**config.mk**
```make
export PLATFORM = sky130hd
export DESIGN_NAME = mem_port_arbiter
export DESIGN_NICKNAME = d
export VERILOG_FILES = /design/src/rtl/mem_arb_pkg.sv /design/src/rtl/arb_timeout_counter.sv /design/src/rtl/mem_port_arbiter.sv
export SDC_FILE = /design/constraint.sdc
export NUM_CORES = 1
export LEC_CHECK = 0
export BUFFER_PORTS_ARGS = -buffer_cell sky130_fd_sc_hd__buf_4
export CELL_PAD_IN_SITES_DETAIL_PLACEMENT = 1
export CELL_PAD_IN_SITES_GLOBAL_PLACEMENT = 2
export CORE_ASPECT_RATIO = 1.2
export CORE_MARGIN = 3
export CORE_UTILIZATION = 23
export DETAILED_ROUTE_END_ITERATION = 16
export GPL_ROUTABILITY_DRIVEN = 0
export PLACE_DENSITY_LB_ADDON = 0.08
export SETUP_SLACK_MARGIN = 0.4
export SLEW_MARGIN = 40
export SYNTH_ARGS = -nofsm -noshare
export SYNTH_HDL_FRONTEND = slang
export SYNTH_SLANG_ARGS = --single-unit
```
**constraint.sdc**
```tcl
create_clock -name clk -period 1.8 [get_ports clk]
set_input_delay 0.27 -clock clk [delete_from_list [all_inputs] [get_ports clk]]
set_output_delay 0.27 -clock clk [all_outputs]
set_load 0.02 [all_outputs]
```
**src/rtl/mem_arb_pkg.sv**
```systemverilog
// Shared types and default sizes for the IF/D memory port arbiter.
//   arb_state_t : arbiter FSM states (IDLE, REQ, WAIT)
//   owner_t     : which requester owns the in-flight transaction
package mem_arb_pkg;

  localparam int unsigned DEF_ADDR_W  = 32;
  localparam int unsigned DEF_DATA_W  = 32;
  localparam int unsigned DEF_TIMEOUT = 255;

  typedef enum logic [1:0] {
    IDLE = 2'd0,
    REQ  = 2'd1,
    WAIT = 2'd2
  } arb_state_t;

  typedef enum logic {
    OWN_IF = 1'b0,
    OWN_D  = 1'b1
  } owner_t;

endpackage

```
**src/rtl/arb_timeout_counter.sv**
```systemverilog
// Transaction watchdog for the memory port arbiter.
// Ports:
//   clk, rst : clock and synchronous active-high reset
//   clear    : force the count to zero (held while the arbiter is idle)
//   enable   : count one cycle per clock while a transaction is open
//   expired  : high in the cycle the count reaches TIMEOUT-1 while enabled
// TIMEOUT = 0 disables the watchdog (expired stays low).
module arb_timeout_counter
  import mem_arb_pkg::*;
#(
  parameter int unsigned TIMEOUT = DEF_TIMEOUT
) (
  input  logic clk,
  input  logic rst,
  input  logic clear,
  input  logic enable,
  output logic expired
);

  localparam int unsigned CNT_W = (TIMEOUT > 1) ? $clog2(TIMEOUT) : 1;
  localparam logic [CNT_W-1:0] LAST = CNT_W'((TIMEOUT > 0) ? (TIMEOUT - 1) : 0);

  logic [CNT_W-1:0] count_q;

  always_ff @(posedge clk) begin
    if (rst) begin
      count_q <= '0;
    end else if (clear) begin
      count_q <= '0;
    end else if (enable && !expired) begin
      count_q <= count_q + 1'b1;
    end
  end

  assign expired = (TIMEOUT != 0) && enable && (count_q == LAST);

endmodule

```
**src/rtl/mem_port_arbiter.sv**
```systemverilog
// Shares one single-port memory between the instruction-fetch (IF) and
// load/store (D) requesters of a single-cycle core.
// Ports:
//   clk, rst                 : clock and synchronous active-high reset
//   if_req/if_addr           : fetch request, held until if_valid
//   if_rdata/if_valid        : fetch data and one-cycle completion pulse
//   d_req/d_we/d_addr/
//   d_wdata/d_be             : load/store request, held until d_valid
//   d_rdata/d_valid          : load data and one-cycle completion pulse
//   mem_req/mem_we/mem_addr/
//   mem_wdata/mem_be         : registered memory request, stable until mem_gnt
//   mem_gnt                  : memory accepts the request
//   mem_rvalid/mem_rdata     : memory response (reads and writes)
//   stall                    : core must not advance
//   bus_err                  : one-cycle pulse when a transaction times out
module mem_port_arbiter
  import mem_arb_pkg::*;
#(
  parameter int unsigned ADDR_W  = DEF_ADDR_W,
  parameter int unsigned DATA_W  = DEF_DATA_W,
  parameter int unsigned TIMEOUT = DEF_TIMEOUT
) (
  input  logic                clk,
  input  logic                rst,
  input  logic                if_req,
  input  logic [ADDR_W-1:0]   if_addr,
  output logic [DATA_W-1:0]   if_rdata,
  output logic                if_valid,
  input  logic                d_req,
  input  logic                d_we,
  input  logic [ADDR_W-1:0]   d_addr,
  input  logic [DATA_W-1:0]   d_wdata,
  input  logic [DATA_W/8-1:0] d_be,
  output logic [DATA_W-1:0]   d_rdata,
  output logic                d_valid,
  output logic                mem_req,
  output logic                mem_we,
  output logic [ADDR_W-1:0]   mem_addr,
  output logic [DATA_W-1:0]   mem_wdata,
  output logic [DATA_W/8-1:0] mem_be,
  input  logic                mem_gnt,
  input  logic                mem_rvalid,
  input  logic [DATA_W-1:0]   mem_rdata,
  output logic                stall,
  output logic                bus_err
);

  arb_state_t state_q;
  owner_t     owner_q;
  logic       expired;
  logic       done;
  logic       abort;

  arb_timeout_counter #(
    .TIMEOUT (TIMEOUT)
  ) u_timeout (
    .clk     (clk),
    .rst     (rst),
    .clear   (state_q == IDLE),
    .enable  (state_q != IDLE),
    .expired (expired)
  );

  // A response only counts once the request has been granted: in REQ it must
  // arrive together with mem_gnt, in WAIT on its own.
  assign done  = ((state_q == REQ) && mem_gnt && mem_rvalid) ||
                 ((state_q == WAIT) && mem_rvalid);
  assign abort = expired && !done;

  always_ff @(posedge clk) begin
    if (rst) begin
      state_q   <= IDLE;
      owner_q   <= OWN_IF;
      mem_req   <= 1'b0;
      mem_we    <= 1'b0;
      mem_addr  <= '0;
      mem_wdata <= '0;
      mem_be    <= '0;
      if_rdata  <= '0;
      if_valid  <= 1'b0;
      d_rdata   <= '0;
      d_valid   <= 1'b0;
      bus_err   <= 1'b0;
    end else begin
      if_valid <= 1'b0;
      d_valid  <= 1'b0;
      bus_err  <= 1'b0;

      unique case (state_q)
        IDLE: begin
          // D wins: it belongs to the instruction already fetched. A request
          // is ignored while its own valid is high, as the core advances then.
          if (d_req && !d_valid) begin
            owner_q   <= OWN_D;
            mem_req   <= 1'b1;
            mem_we    <= d_we;
            mem_addr  <= d_addr;
            mem_wdata <= d_wdata;
            mem_be    <= d_be;
            state_q   <= REQ;
          end else if (if_req && !if_valid) begin
            owner_q   <= OWN_IF;
            mem_req   <= 1'b1;
            mem_we    <= 1'b0;
            mem_addr  <= if_addr;
            mem_wdata <= '0;
            mem_be    <= '1;
            state_q   <= REQ;
          end
        end
        REQ: begin
          if (mem_gnt && !mem_rvalid) begin
            mem_req <= 1'b0;
            state_q <= WAIT;
          end
        end
        WAIT: begin
        end
        default: state_q <= IDLE;
      endcase

      // Completion and timeout abort both close the transaction; they take
      // precedence over the REQ->WAIT move above.
      if (done || abort) begin
        mem_req <= 1'b0;
        state_q <= IDLE;
        bus_err <= abort;
        if (owner_q == OWN_D) begin
          d_valid <= 1'b1;
          d_rdata <= done ? mem_rdata : '0;
        end else begin
          if_valid <= 1'b1;
          if_rdata <= done ? mem_rdata : '0;
        end
      end
    end
  end

  assign stall = (if_req & ~if_valid) | (d_req & ~d_valid);

endmodule

```
### Yosys cells after proc, flatten, opt, wreduce, memory -nomap -nowiden

Cells that the tools add are included.

* register bits: 148
* input bits: 139
* output and inout port bits: 138
* word-level logic and storage cells: 75

* add/subtract/negate cells: 1
* equal/unequal tests: 5
* muxes and demuxes: 20
* bitwise operators: 8
* reduce and logical (&&, ||, !) cells: 28

Operators by type and width (number)
* 32-bit 2-to-1 mux: 5
* 1-bit logical AND: 9
* 8-bit by 1-bit adder with 8-bit output, second input constant: 1
* 8-bit == test, second input constant: 1
* 1-bit 2-to-1 mux: 8
* 4-bit 2-to-1 mux: 2
* 2-bit 2-to-1 mux: 3
* 2-bit one-hot mux with 3 select lines: 1
* 2-bit AND reduction: 3
* 3-bit AND reduction: 2
* 2-bit nonzero test: 3
* 2-bit OR reduction: 3
* 1-bit logical NOT: 5
* 1-bit inverter: 5
* 3-bit inequality test, second input constant: 1
* 1-bit bitwise AND: 2
* 2-bit by 1-bit == test with 1-bit output, second input constant: 1
* 2-bit == test, second input constant: 1
* 2-bit logical NOT: 1
* 1-bit logical OR: 2
* 2-bit by 1-bit inequality test with 1-bit output, second input constant: 1
* 1-bit one-hot mux with 2 select lines: 1
* 1-bit bitwise OR: 1

### Logic depth before layout (Yosys ltp)

* depth in word-level cells: 9
* mapped depth: 8

### Modules after synthesis

Synthesis repeated with hierarchy kept, for this count alone.

* cell total of the unflattened synthesis: 682
* area total of the unflattened synthesis: 5868.1 sq um

Modules (own cells, without submodules)
* mem_port_arbiter: times used 1, cells each 631, area each 5412.7 sq um, sequential area each 2802.7 sq um
* arb_timeout_counter: times used 1, cells each 51, area each 455.4 sq um, sequential area each 160.2 sq um

### Worst setup path before layout

Ideal clock, no wire load.

* path kind: reg-to-reg
* from: register u_timeout.count_q[0]
* to: register d_rdata[2]
* library setup time: 117 ps
* arrival time: 1596 ps
* slack: 87 ps
* stages on the path, launching flop included: 8
* buffers on the path: 1
* cells stage by stage: dfxtp_1 > inv_1 > ha_1 > nand3_1 > nor2_1 > a311oi_4 > buf_4 > a22o_1

* word-level cells in the longest chain between the ends: 5

Ends and longest elaborated chain
* start: declaration: line arb_timeout_counter.sv:23 `logic [CNT_W-1:0] count_q;`
* start signal: assignment: line arb_timeout_counter.sv:31 `count_q <= count_q + 1'b1;`
* 8-bit == test: line arb_timeout_counter.sv:35 `assign expired = (TIMEOUT != 0) && enable && (count_q == LAST);`
* 1-bit logical AND: line arb_timeout_counter.sv:35
* 1-bit logical AND: line mem_port_arbiter.sv:68 `assign abort = expired && !done;`
* 1-bit logical OR: line mem_port_arbiter.sv:124 `if (done || abort) begin`
* 2-bit AND reduction (no source line)
* end signal: assignment: line mem_port_arbiter.sv:130 `d_rdata <= done ? mem_rdata : '0;`
* end: declaration: line mem_port_arbiter.sv:34 `output logic [DATA_W-1:0] d_rdata,`

No other way between the ends.
A chain may end at the register's enable or synchronous reset.

### Worst setup path in the final report

* from: register state_q[1]
* to: register mem_addr[7]

* word-level cells in the longest chain between the ends: 2

Ends and longest elaborated chain
* start: declaration: line mem_port_arbiter.sv:48 `arb_state_t state_q;`
* start signal: assignment: line mem_port_arbiter.sv:72 `state_q <= IDLE;`
* start signal: assignment: line mem_port_arbiter.sv:100 `state_q <= REQ;`
* start signal: assignment: line mem_port_arbiter.sv:108 `state_q <= REQ;`
* 2-bit logical NOT: line mem_port_arbiter.sv:89 `unique case (state_q)`
* 2-bit AND reduction (no source line)
* end signal: assignment: line mem_port_arbiter.sv:97 `mem_addr <= d_addr;`
* end signal: assignment: line mem_port_arbiter.sv:105 `mem_addr <= if_addr;`
* end: declaration: line mem_port_arbiter.sv:38 `output logic [ADDR_W-1:0] mem_addr,`

No other way between the ends.

==> run_results.csv <==
group,metric,value,unit
drt,final_antenna_net_count,0,
logic_synthesis,avgSynthCellArea,9.660,sq um
sta,rsz0062_at_grt,"true",
worst_setup_path,cp.required,2.09,ns
logic_synthesis,synth_fa_ha_area_share,0.4553,%
power,p_switching,2.904,mW
logic_synthesis,yosysWarnings,0,
worst_setup_path,crit_buf_inv,5,
clock_tree,cts_buffers,17,
power,leakagePower,4.414,nW
drt,drt-pass1-iter-count,4,
global_routing,grt_first_pass_wirelength,35.27,mm
logic_synthesis,synth_seq_cells,148,
worst_setup_path,critPathTopFamily,"buffers and inverters",
drt,wl,23.95,mm
logic_synthesis,synth_cells,569,
sta,setup_viol,0,
clock_tree,clk_pin_slew,0.06,ns
logic_synthesis,synth_top_family_by_area,"compound AO/OA/AOI/OAI gates",
place,dp_hpwl,14.65,mm
logic_synthesis,async_flop_share,0,%
logic_synthesis,synth-compound-area-share,23.63,%
power,combinationalPowerShare,25.5,%
logic_synthesis,synth_common_cells,"dfxtp_1 (148), nor2_1 (83), nand2_1 (68), a22o_1 (64)",
logic_synthesis,yosysSeqAreaShare,53.90,%
die,ios,277,
power,swShare,29.64,%
run,cap_violations,0,
min_path,hp-class,"in2reg",
worst_setup_path,max_stage_delay,0.37,ns
logic_synthesis,syn-num-nets,710,
layout,diodes,0,
layout,drive_gt1_share,53.49,%
clock_tree,clock_latency,0.42,ns
global_routing,grt_use_total,17.32,%
drt,drtIter0Drc,143,
place,port_buffers,276,
logic_synthesis,synth-edff-count,0,
power,p_per_area,967.0,nW/um^2
sta,fin_setup_tns,0,ns
global_routing,antenna_found_initial,0,
drt,num_vias,5715,
die,fp.dieW,147.1,um
sta,fmax,617.4,MHz
die,die_y,175.3,um
die,rows,61,
power,p_clk_share,37.2,%
clock_tree,cts_tree,"built",
clock_tree,clockRootBuffer,"clkbuf_16",
drt,wl_per_cell,19.66,um
sta,period_minus_slack,1.620,ns
sta,period_share,89.99,%
sta,finalHoldViolations,0,
place,dp_worst_setup_slack,0.06853,ns
clock_tree,cts.sinks,148,
worst_setup_path,worst_path_max_delay_cell,"dfxtp_4",
power,peakVddDrop,603.7,uV
logic_synthesis,synth_simple_gate_area_share,17.03,%
worst_setup_path,critPathKind,"reg2reg",
logic_synthesis,synth_top_cell_by_area,"dfxtp_1",
power,seqPwrFrac,37.3,%
global_routing,grt_start_max_net_pins,35,
drt,drc,0,
logic_synthesis,synth-xor-area-share,0.7967,%
logic_synthesis,ys.flop_type,"dfxtp_1",
worst_setup_path,start_kind,"register",
sta,tightestPinTransition,0.3381,ns
die,start_util,23.53,%
drt,via_per_inst,4.692,
status,status,"complete, no violations",
worst_setup_path,worstSetupEndpointType,"register",
sta,skew,0.01246,ns
clock_tree,cts_hold_buf,0,
layout,syn_to_final_growth,84.36,%
logic_synthesis,ys_types,39,
logic_synthesis,yosysMostFrequentCell,"dfxtp_1",
logic_synthesis,synth_top_area_share,53.90,%
layout,fin_nets,1032,
sta,relSlewSlack,77.46,%
global_routing,overflow,0,
clock_tree,ctsHtreeMaxLevel,4,
clock_tree,cts_max_path_buffers,2,
logic_synthesis,yosys-top-cells-area,"dfxtp_1 (54%), a22o_1 (10%), nor2_1 (5.7%)",
worst_setup_path,worstPathArrival,1.91,ns
worst_setup_path,path_cells,"or2_4, a21oi_4, buf_12, buf_6, buf_8, buf_6, buf_16, a311oi_1",
global_routing,grt_pass1_vias,6193,
sta,fin_ws,0.1803,ns
power,p_int,6.895,mW
die,dieArea,25800,sq um
worst_setup_path,crit_top_cell,"buf_6",
sta,drv_slew,0,
logic_synthesis,netlist_area,5497,sq um
logic_synthesis,muxShareOfSynthArea,0,%
worst_setup_path,critPathMaxFanout,7,
die,core-area,23350,sq um
-- cell families after synthesis --
family	after synthesis
and+or+nand+nor	209
AOI/OAI and AO/OA	152
DFF	148
buffers and inverters	53
xor gates and xnor gates	5
adders and majority gates	2
-- power groups by stage --
stage / Sequential (mW) / Clock [mW] / Combinational, mW
2_1_floorplan: 3.93 / 0 / 0.667
3_3_place_gp: 3.70 / 0 / 1.66
3_5_place_dp: 3.71 / 0 / 1.70
4_1_cts: 3.65 / 3.76 / 2.35
5_1_grt: 3.68 / 3.90 / 2.66
6_report: 3.66 / 3.64 / 2.50
-- layout by cell type (no fill, tap or decap), drive strengths merged --
cell,n
nor3b,1
a31oi,1
xor2,3
clkinv,2
a211oi,4
ha,2
a311oi,35
or2,2
o2111ai,3
a22oi,33
dfxtp,148
nor4b,1
nand2b,4
nor4,1
nand4,1
a21boi,1
o21ai,2
a2111oi,1
bufinv,2
nand3,1
nor2,85
a22o,64
buf,347
clkbuf,22
and3,3
clkinvlp,3
xnor2,2
inv,11
and2,1
nand2,68
a21oi,7
nor3,7
a21o,1
nor2b,34
-- repair_timing --
action / CTS / global route
resized for setup: 86 / 40
gates cloned: 16 / 7
pin swaps: 46 / 29
setup buffers: 29 / 7
setup endpoints to repair: 149 / 145
-- layer usage --
layer  track usage [%]  part of all wire [%]  vias to the layer above
met1             19.93                    41                     2799
met2             29.67                    50                      195
met3             6.348                   7.1                       31
met5                 0                     0                        -
li1                  -                     -                     2690
met4             6.061                   2.4                        0
-- layout make-up --
cell class	instances	area (sq um)
fillers	2627	13220
repair buffers	352	3378
flip-flops and latches	148	2982
multi-input cells	368	2771
clock buffers	17	425.4
well taps	315	394.1
clock inverters	14	165.2
inverters	4	17.52
-- state kept, by name, summed over array words and instances (netlist names) --
name	flops
bus_err	1
d_rdata	32
d_valid	1
if_rdata	32
if_valid	1
mem_addr	32
mem_be	4
mem_req	1
mem_wdata	32
mem_we	1
owner_q	1
state_q	2
u_timeout.count_q	8
-- stage by stage --
| step | hold WS [ns] | utilization (%) | area (sq um) | total power [mW] | instances |
|---|---|---|---|---|---|
| after global routing | 0.05591 | 43.39 | 10130 | 10.24 | 1218 |
| after floorplan | 0.3393 | - | 5685 | 4.599 | 569 |
| after CTS | 0.04500 | 41.80 | 9763 | 9.760 | 1204 |
| after global placement | 0.4572 | 34.87 | 8143 | 5.361 | 1128 |
| after detailed placement | 0.4576 | 34.87 | 8143 | 5.405 | 1128 |
| final | 0.06640 | 43.39 | 10130 | 9.799 | 1218 |
-- path summary, 6_finish.rpt --
| path | endpoint | slack (ns) | cells past startpoint | startpoint |
|---|---|---|---|---|
| worst max register to register | mem_addr[7]$_SDFFE_PP0P_ | 0.18 | 8 | state_q[1]$_SDFFE_PP0P_ |
| worst min-delay path | state_q[1]$_SDFFE_PP0P_ | 0.07 | 2 | mem_rvalid |
| worst max-delay path | mem_addr[7]$_SDFFE_PP0P_ | 0.18 | 8 | state_q[1]$_SDFFE_PP0P_ |
| worst min register to register | d_rdata[26]$_SDFFE_PP0P_ | 0.48 | 1 | d_rdata[26]$_SDFFE_PP0P_ |
Note: power is estimated with default switching activity, not from simulation.
